## src/rtl/xls_unroll_result_collector.sv

```systemverilog
// xls_unroll_result_collector
//   Ready/valid wrapper around a fixed-latency, non-stallable pipeline.
//   Accepted operands are forwarded to the pipeline. A LATENCY-deep valid
//   line marks which pipeline results are real, and those results are
//   captured into a DEPTH-entry FIFO. Upstream is throttled by credit
//   counting, so a result never arrives at a full FIFO.
//
// Ports
//   clk, rst   clock and asynchronous active-high reset
//   in_valid   upstream operand valid
//   in_data    upstream operand
//   in_ready   operand accepted this cycle when in_valid is also high
//   pipe_x     operand to the pipeline (copy of in_data)
//   pipe_out   result from the pipeline
//   out_valid  result FIFO non-empty
//   out_data   FIFO head
//   out_ready  downstream takes the head
//   occupancy  in-flight operands plus buffered results
module xls_unroll_result_collector #(
  parameter int unsigned WIDTH   = 32,
  parameter int unsigned LATENCY = 6,
  parameter int unsigned DEPTH   = 8
) (
  input  logic                       clk,
  input  logic                       rst,
  input  logic                       in_valid,
  input  logic [WIDTH-1:0]           in_data,
  output logic                       in_ready,
  output logic [WIDTH-1:0]           pipe_x,
  input  logic [WIDTH-1:0]           pipe_out,
  output logic                       out_valid,
  output logic [WIDTH-1:0]           out_data,
  input  logic                       out_ready,
  output logic [$clog2(DEPTH+1)-1:0] occupancy
);

  localparam int unsigned OW = $clog2(DEPTH + 1);
  localparam int unsigned PW = (DEPTH > 1) ? $clog2(DEPTH) : 1;
  localparam logic [PW-1:0] LAST_PTR  = PW'(DEPTH - 1);
  localparam logic [OW-1:0] DEPTH_OCC = OW'(DEPTH);

  logic [LATENCY-1:0] vline;
  logic [WIDTH-1:0]   mem [DEPTH];
  logic [PW-1:0]      wr_ptr;
  logic [PW-1:0]      rd_ptr;
  logic [OW-1:0]      fifo_count;
  logic               acc;
  logic               push;
  logic               pop;

  // Modulo-DEPTH increment, so non-power-of-two depths wrap correctly.
  function automatic logic [PW-1:0] ptr_inc(input logic [PW-1:0] p);
    return (p == LAST_PTR) ? '0 : p + 1'b1;
  endfunction

  // Credit comes from registered occupancy only; a pop in the same cycle
  // does not open the door early.
  assign in_ready  = (occupancy < DEPTH_OCC);
  assign acc       = in_valid & in_ready;
  assign pipe_x    = in_data;
  assign push      = vline[LATENCY-1];
  assign out_valid = (fifo_count != '0);
  assign pop       = out_valid & out_ready;
  assign out_data  = mem[rd_ptr];

  always_ff @(posedge clk or posedge rst) begin
    if (rst) begin
      vline      <= '0;
      wr_ptr     <= '0;
      rd_ptr     <= '0;
      fifo_count <= '0;
      occupancy  <= '0;
      for (int unsigned i = 0; i < DEPTH; i++) begin
        mem[i] <= '0;
      end
    end else begin
      vline[0] <= acc;
      for (int unsigned i = 1; i < LATENCY; i++) begin
        vline[i] <= vline[i-1];
      end

      if (push) begin
        mem[wr_ptr] <= pipe_out;
        wr_ptr      <= ptr_inc(wr_ptr);
      end
      if (pop) begin
        rd_ptr <= ptr_inc(rd_ptr);
      end

      if (push && !pop) begin
        fifo_count <= fifo_count + 1'b1;
      end else if (pop && !push) begin
        fifo_count <= fifo_count - 1'b1;
      end

      if (acc && !pop) begin
        occupancy <= occupancy + 1'b1;
      end else if (pop && !acc) begin
        occupancy <= occupancy - 1'b1;
      end
    end
  end

endmodule

```

## config.mk

```make
export PLATFORM = sky130hd
export DESIGN_NAME = xls_unroll_result_collector
export DESIGN_NICKNAME = d
export VERILOG_FILES = /design/src/rtl/xls_unroll_result_collector.sv
export SDC_FILE = /design/constraint.sdc
export NUM_CORES = 1
export LEC_CHECK = 0
export ABC_CLOCK_PERIOD_IN_PS = 14190
export CORE_ASPECT_RATIO = 1.1
export CORE_MARGIN = 5
export CORE_UTILIZATION = 60
export DETAILED_ROUTE_END_ITERATION = 10
export DONT_BUFFER_PORTS = 1
export GPL_TIMING_DRIVEN = 0
export HOLD_SLACK_MARGIN = 0.15
export PLACE_DENSITY_LB_ADDON = 0.15
export SLEW_MARGIN = 20
export SYNTH_ARGS = -nofsm -noshare
export SYNTH_HDL_FRONTEND = slang
export SYNTH_SLANG_ARGS = --single-unit
export TNS_END_PERCENT = 5
```

## constraint.sdc

```tcl
create_clock -name clk -period 14.19 [get_ports clk]
set_input_delay 2.838 -clock clk [delete_from_list [all_inputs] [get_ports clk]]
set_output_delay 2.838 -clock clk [all_outputs]
set_load 0.01 [all_outputs]
```

==> results of run 1 <==
==> area by class of cell <==
type                            count  area [µm²]
Multi-Input combinational cell    424        5390
Clock buffer                       41         841
Clock inverter                      8        95.1
Inverter                            5        26.3
Fill cell                        1440        7030
Tap cell                          290         363
Sequential cell                   276        6910
Buffer                             80         524
Timing Repair Buffer                2        55.1
==> sequential cells by signal, indices dropped and copies added, names as in the netlist <==
register,cells
fifo_count,4
mem,256
occupancy,4
rd_ptr,3
vline,6
wr_ptr,3
==> power breakdown <==
| part | internal [W] | switching [W] | total [W] |
|---|---|---|---|
| clock network | 0.000444 | 0.000292 | 0.000736 |
| logic | 0.000817 | 0.000581 | 0.00140 |
| registers | 0.00119 | 0.000218 | 0.00140 |
| total | 0.00245 | 0.00109 | 0.00354 |
==> worst max-delay path by stage <==
stage | startpoint | endpoint | slack [ns] | cells after the start
2_1_floorplan | rst | fifo_count[0] | 3.74 | 1
3_3_place_gp | rst | mem[119] | 1.78 | 1
3_5_place_dp | in_data[26] | pipe_x[26] | 8.39 | 1
4_1_cts | in_data[26] | pipe_x[26] | 8.39 | 1
5_1_grt | in_data[26] | pipe_x[26] | 8.38 | 1
6_report | in_data[26] | pipe_x[26] | 8.39 | 1
==> layer usage <==
layer | GRT usage | wire length, µm | vias up
met1 | 0.303 | 10900 | 3654
met2 | 0.405 | 14400 | 142
met3 | 0.0427 | 1410 | 37
li1 | - | - | 2957
met5 | 0 | 0 | -
met4 | 0.0487 | 486 | 0
==> kinds of logic after synthesis <==
| family | after synthesis |
|---|---|
| multiplexers | 358 |
| flip-flops | 276 |
| buffers and inverters | 85 |
| AND/OR/NAND/NOR | 33 |
| AO/OA/AOI/OAI | 17 |
| adder cells (fa/ha/maj) | 12 |
| XOR/XNOR | 4 |
==> stage by stage <==
step | cells | setup slack [ns] | power, W | hold WS (ns) | utilization
after floorplan | 785 | 3.74 | 0.00249 | 0.331 | -
after global placement | 1075 | 1.78 | 0.00272 | 0.332 | 0.622
after detailed placement | 1077 | 8.39 | 0.00283 | 0.340 | 0.625
after CTS | 1126 | 8.39 | 0.00358 | 0.357 | 0.669
after global routing | 1126 | 8.38 | 0.00375 | 0.368 | 0.669
final | 1126 | 8.39 | 0.00354 | 0.353 | 0.669
==> Yosys cell counts, drive strengths merged, types with 2 or more instances <==
master | number | area share
dfrtp | 276 | 0.54
mux4 | 64 | 0.11
clkbuf | 5 | 0.0015
fa | 2 | 0.0031
o21ai | 5 | 0.0019
or3 | 3 | 0.0015
xnor2 | 4 | 0.0027
nand2b | 3 | 0.0015
mux2 | 292 | 0.26
mux2i | 2 | 0.0016
nand4 | 2 | 0.00097
nand3b | 3 | 0.0018
inv | 5 | 0.0015
nand3 | 4 | 0.0016
a2111o | 2 | 0.0018
a21oi | 4 | 0.0016
nor3 | 6 | 0.0035
ha | 10 | 0.0097
or4 | 3 | 0.0018
o211ai | 4 | 0.0023
nand2 | 6 | 0.0018
buf | 75 | 0.039
==> summary.md, run 1 <==
| Metric | Value |
|---|---|
| CP Capture Type | primary output |
| Max-Slew Margin vs Limit | 0.384 |
| Crit-path leading delay family | buffers and inverters |
| Outcome | finished, final reports clean |
| Main combinational cell family by area after synthesis | multiplexers |
| Power per cell area | 249 nW/µm² |
| Synth async-reset ratio | 1.00 |
| Clock latency on the worst-skew pair | 0.54 ns |
| R2R Path Start | fifo_count[0] |
| H-Tree Level Count | 1 |
| Drt pass-1 iters | 4 |
| Final Max Tran Viols | 0 |
| Dpl cell area | 13300 µm² |
| Initial antenna violation count | 0 |
| HPWL Detailed | 18300 µm |
| Post-synthesis mux area share | 0.379 |
| Worst Hold Endpoint | vline[5] |
| Hold_sp | vline[4] |
| Synth Cell Area | 12800 µm² |
| Layout cells sized above 1 | 0.571 |
| RSZ-0062 raised after global routing | false |
| Least-Margin Pin Slew | 0.915 ns |
| Core ar. | 21200 µm² |
| Reg-to-Reg End | fifo_count[3] |
| Setup Fix Bufs, Post-CTS | 0 |
| CP arrival | 2.97 ns |
| Final setup fails | 0 |
| Flop-to-flop setup slack | 11.03 ns |
| CTS root buffer | clkbuf_16 |
| Global route overflow | 0 |
| Most common cell after layout, fill and taps aside | dfrtp_1 |
| Pleak | 6.07 nW |
| Critical path buffers and inverters | 1 |
| # hold bufs at CTS | 0 |
| Effective utilization at floorplan | 0.605 |
| Max_cap viols | 0 |
| Number of antenna diodes | 0 |
| Drt drc | 0 |
| Placer Congestion | 0.810 |
| Die width | 150 µm |
| I/O Pins | 138 |
| Ys Warns | 0 |
| Startpoint types | primary input |
| Design area | 14200 µm² |
| Post-synthesis xor/xnor area fraction | 0.00273 |
| Area growth from synthesis to layout | 10.6% |
| Total track usage | 0.231 |
| Die footprint | 24400 µm² |
| Reg2reg path depth | 7 |
| Global-route wire length before repair | 43900 µm |
| Cell Chain, Critical Path | buf_4 |
| Longest Clk Path Bufs | 3 |
| Worst-path maximum fanout | 1 |
| Clock transition at path regs | 0.06 ns |
| Fin crit share | 0.409 |
| Largest net degree at the start of global routing | 120 |
| Die H | 163 µm |
| Worst path max stage delay | 0.13 ns |
| Routed len/inst | 24.2 µm |
| Final Hold Vio Count | 0 |
| Most common flop cell mapped by yosys | dfrtp_1 |
| # clock sinks | 276 |
| TritonCTS clock tree | done |
| Post-synth EDFFs | 0 |
| Commonest non-fill, non-tap cells in the layout | dfrtp_1, mux2_2, mux4_2, buf_4, mux2_4 |
| Routed WL | 27200 µm |
| Syn Area/Cell | 16.4 µm² |
| Nets | 897 |
| Worst Path Required | 11.35 ns |
| Clock skew | 0.00770 ns |
| Hold/Removal Path Class | flip-flop to flip-flop |
| Sum Neg Setup Slack | 0 ns |
| Crit-path slowest cell | buf_4 |
| Vias | 6790 |
| Vias in the first global route | 7771 |
| Iter 0 DRT Violations | 278 |
| I/O Buffers | 0 |
| Post-Syn Instances | 785 |
| FF+latch count, synth | 276 |
| Simple-Gate Fraction of Synth Area | 0.0164 |
| Hold Path Stages | 0 |
| Seq/Total Area, Yosys | 0.538 |
| Cell Rows | 56 |
| Fin crit period | 5.80 ns |
| Routed vias/inst | 6.03 |
| Post-DRT Antenna Nets | 0 |
| Post-CTS sizing | 0 |
| Total CTS buffers | 28 |
| Syn nets | 865 |
| CP Class | primary input to primary output |
| Post-synthesis cell type count | 34 |
| Fmax | 172 MHz |
| Synth Area in Compound Gates | 0.00945 |
| Peak supply drop | 0.000150 V |
| Adder-Cell Fraction of Synth Area | 0.0129 |
No activity file was read; power rests on OpenSTA's default activity.
==> inputs of run 2 (changes only) <==
--- a/config.mk
+++ b/config.mk
@@ -5,7 +5,7 @@
 export SDC_FILE = /design/constraint.sdc
 export NUM_CORES = 1
 export LEC_CHECK = 0
-export ABC_CLOCK_PERIOD_IN_PS = 14190
+export ABC_CLOCK_PERIOD_IN_PS = 5400
 export CORE_ASPECT_RATIO = 1.1
 export CORE_MARGIN = 5
 export CORE_UTILIZATION = 60
==> constraint.sdc (replaced) <==
create_clock -name clk -period 5.4 [get_ports clk]
set_input_delay 1.08 -clock clk [delete_from_list [all_inputs] [get_ports clk]]
set_output_delay 1.08 -clock clk [all_outputs]
set_load 0.01 [all_outputs]
==> run 2 against run 1 <==
  * Sequential power grew to 2.6 times the previous value
  * Die area is the same
  * Design area increased by 0.76%
  * Via count rose by 1.6%
  * Sequential share of layout area is 0.37 points lower
  * Setup slack got worse by 6.7 ns
  * First-iteration DRC count increased by 28%
  * Count of clock-buffer cells in the layout rose by 2
  * Utilization grew 0.51 points
  * Clock power grew to 2.6 times the previous value
  * Critical endpoint is now out_data[31]
==> summary.md, run 2 (same netlist as run 1, synthesis figures left out) <==
| Metric | Value |
|---|---|
| Outcome | finished, final reports clean |
| Vias | 6898 (+1.6%) |
| Worst-path maximum fanout | 10 (+9) |
| Pleak | 6.11 nW (+0.70%) |
| Startpoint types | flip-flop |
| Iter 0 DRT Violations | 355 (+28%) |
| Max_cap viols | 0 (unchanged) |
| Routed WL | 27100 µm (-0.40%) |
| Global route overflow | 0 (unchanged) |
| Hold Path Stages | 0 (unchanged) |
| Largest net degree at the start of global routing | 38 (-68%) |
| Hold_sp | vline[3] |
| Final setup fails | 0 (unchanged) |
| Largest reg by FF count | mem |
| Least-Margin Pin Slew | 0.996 ns (+0.0809 ns) |
| Area growth from synthesis to layout | 11.4% |
| Clock skew | 0.0103 ns (+0.00264 ns) |
| Drt drc | 0 (unchanged) |
| Post-DRT Antenna Nets | 0 (unchanged) |
| Fmax | 272 MHz |
| Total track usage | 0.231 (+0.000739) |
| Final Max Tran Viols | 0 (unchanged) |
| Vias in the first global route | 7777 (+0.077%) |
| WL met1 | 11200 µm (+2.8%) |
| Reg-to-Reg End | fifo_count[3] |
| Fin crit share | 0.680 |
| CP Capture Type | primary output |
| Effective utilization at floorplan | 0.605 (unchanged) |
| Worst Hold Endpoint | vline[4] |
| Clock transition at path regs | 0.06 ns (about the same) |
| # clock sinks | 276 (unchanged) |
| Post-CTS sizing | 0 (unchanged) |
| Die H | 163 µm (unchanged) |
| HPWL Detailed | 18300 µm (-0.45%) |
| Peak supply drop | 0.000336 V (+120%) |
| Commonest non-fill, non-tap cells in the layout | dfrtp_1, mux2_2, mux4_2, buf_4, mux2_4 |
| Clock latency on the worst-skew pair | 0.54 ns (about the same) |
| Drt pass-1 iters | 4 (unchanged) |
| Layout cells sized above 1 | 0.571 (about the same) |
| RSZ-0062 raised after global routing | false |
| Total CTS buffers | 29 (+3.6%) |
| Initial antenna violation count | 0 (unchanged) |
| I/O Buffers | 0 (unchanged) |
| Design area | 14300 µm² (+0.76%) |
| Nets | 905 (+0.89%) |
| Fin crit period | 3.67 ns |
| Core ar. | 21200 µm² (unchanged) |
| Final Hold Vio Count | 0 (unchanged) |
| Max reg flops | 256 (unchanged) |
| Number of antenna diodes | 0 (unchanged) |
| Power per cell area | 646 nW/µm² (+160%) |
| Routed len/inst | 23.9 µm (-1.1%) |
| CP Class | flip-flop to primary output |
| Setup Fix Bufs, Post-CTS | 0 (unchanged) |
| CP arrival | 2.59 ns (-0.38 ns) |
| H-Tree Level Count | 1 (unchanged) |
| Flop-to-flop setup slack | 2.30 ns (-8.73 ns) |
| Most common cell after layout, fill and taps aside | dfrtp_1 |
| Hold/Removal Path Class | flip-flop to flip-flop |
| Die footprint | 24400 µm² (unchanged) |
| Worst Path Required | 4.32 ns (-7.03 ns) |
| Routed vias/inst | 6.08 (+0.87%) |
| Fin Hold WS | 0.345 ns (-0.00824 ns) |
| Longest Clk Path Bufs | 3 (unchanged) |
| # hold bufs at CTS | 0 (unchanged) |
| CTS root buffer | clkbuf_16 |
| Placer Congestion | 0.761 (-6.1%) |
| TritonCTS clock tree | done |
| Die width | 150 µm (unchanged) |
| Top sig layer | met4 |
| Global-route wire length before repair | 43900 µm (about the same) |
| Cell Rows | 56 (unchanged) |
| DR WL met2 | 14000 µm (-3.0%) |
| Max-Slew Margin vs Limit | 0.336 (-0.0473) |
| Reg2reg path depth | 7 (unchanged) |
| I/O Pins | 138 (unchanged) |
| Dpl cell area | 13400 µm² (+1.0%) |
| R2R Path Start | fifo_count[0] |
| WL met3 | 1450 µm (+3.3%) |
| Top flop regs | mem (256), vline (6) |
run 2: changes by cell type in the layout (fill, tap and decap cells not counted), sizes merged:
cell / delta
clkbuf: +2
clkinvlp: +1
buf: +7
inv: -1
bufinv: -1
run 2: layout make-up:
| cell class | count | area [µm²] |
|---|---|---|
| flip-flops and latches | 276 | 6910 |
| fillers | 1445 | 6920 |
| clock buffers | 43 | 838 |
| well taps | 290 | 363 |
| plain buffers | 80 | 524 |
| repair buffers | 9 | 195 |
| clock inverters | 7 | 68.8 |
| multi-input cells | 424 | 5390 |
| inverters | 5 | 22.5 |
run 2: critical path: stages (launching register included):
cell	delay, ns
dfrtp_1	0.40
buf_4	0.28
buf_2	0.34
buf_2	0.34
mux4_2	0.36
mux2_2	0.33
run 2: metal layers:
layer / up-vias / global-route usage
li1: 2966 / -
met5: - / 0
met1: 3731 / 0.310
met4: 0 / 0.0499
met2: 169 / 0.398
met3: 32 / 0.0458
run 2: worst max-delay path by stage:
stage / slack (ns) / start / endpoint / cells after the start
final: 1.73 / rd_ptr[1] / out_data[31] / 5
after global routing: 1.57 / rd_ptr[1] / out_data[31] / 5
after CTS: 1.67 / rd_ptr[1] / out_data[31] / 5
after global placement: -0.34 / rst / mem[66] / 1
after floorplan: 0.67 / rst / fifo_count[0] / 1
after detailed placement: 2.25 / rd_ptr[1] / out_data[31] / 5
run 2: stage by stage:
stage | utilization | instances | TNS [ns] | setup slack, ns | total power [W]
after global placement | 0.622 | 1075 | -88.04 | -0.345 | 0.00716
after floorplan | - | 785 | 0 | 0.669 | 0.00656
after detailed placement | 0.631 | 1084 | 0 | 2.25 | 0.00743
after global routing | 0.674 | 1134 | 0 | 1.57 | 0.00980
final | 0.674 | 1134 | 0 | 1.73 | 0.00924
after CTS | 0.674 | 1134 | 0 | 1.67 | 0.00934
run 2: power breakdown:
group          internal, W  total (W)  switching, W
Clock              0.00111    0.00189      0.000781
Combinational      0.00215    0.00367       0.00152
Sequential         0.00312    0.00368      0.000560
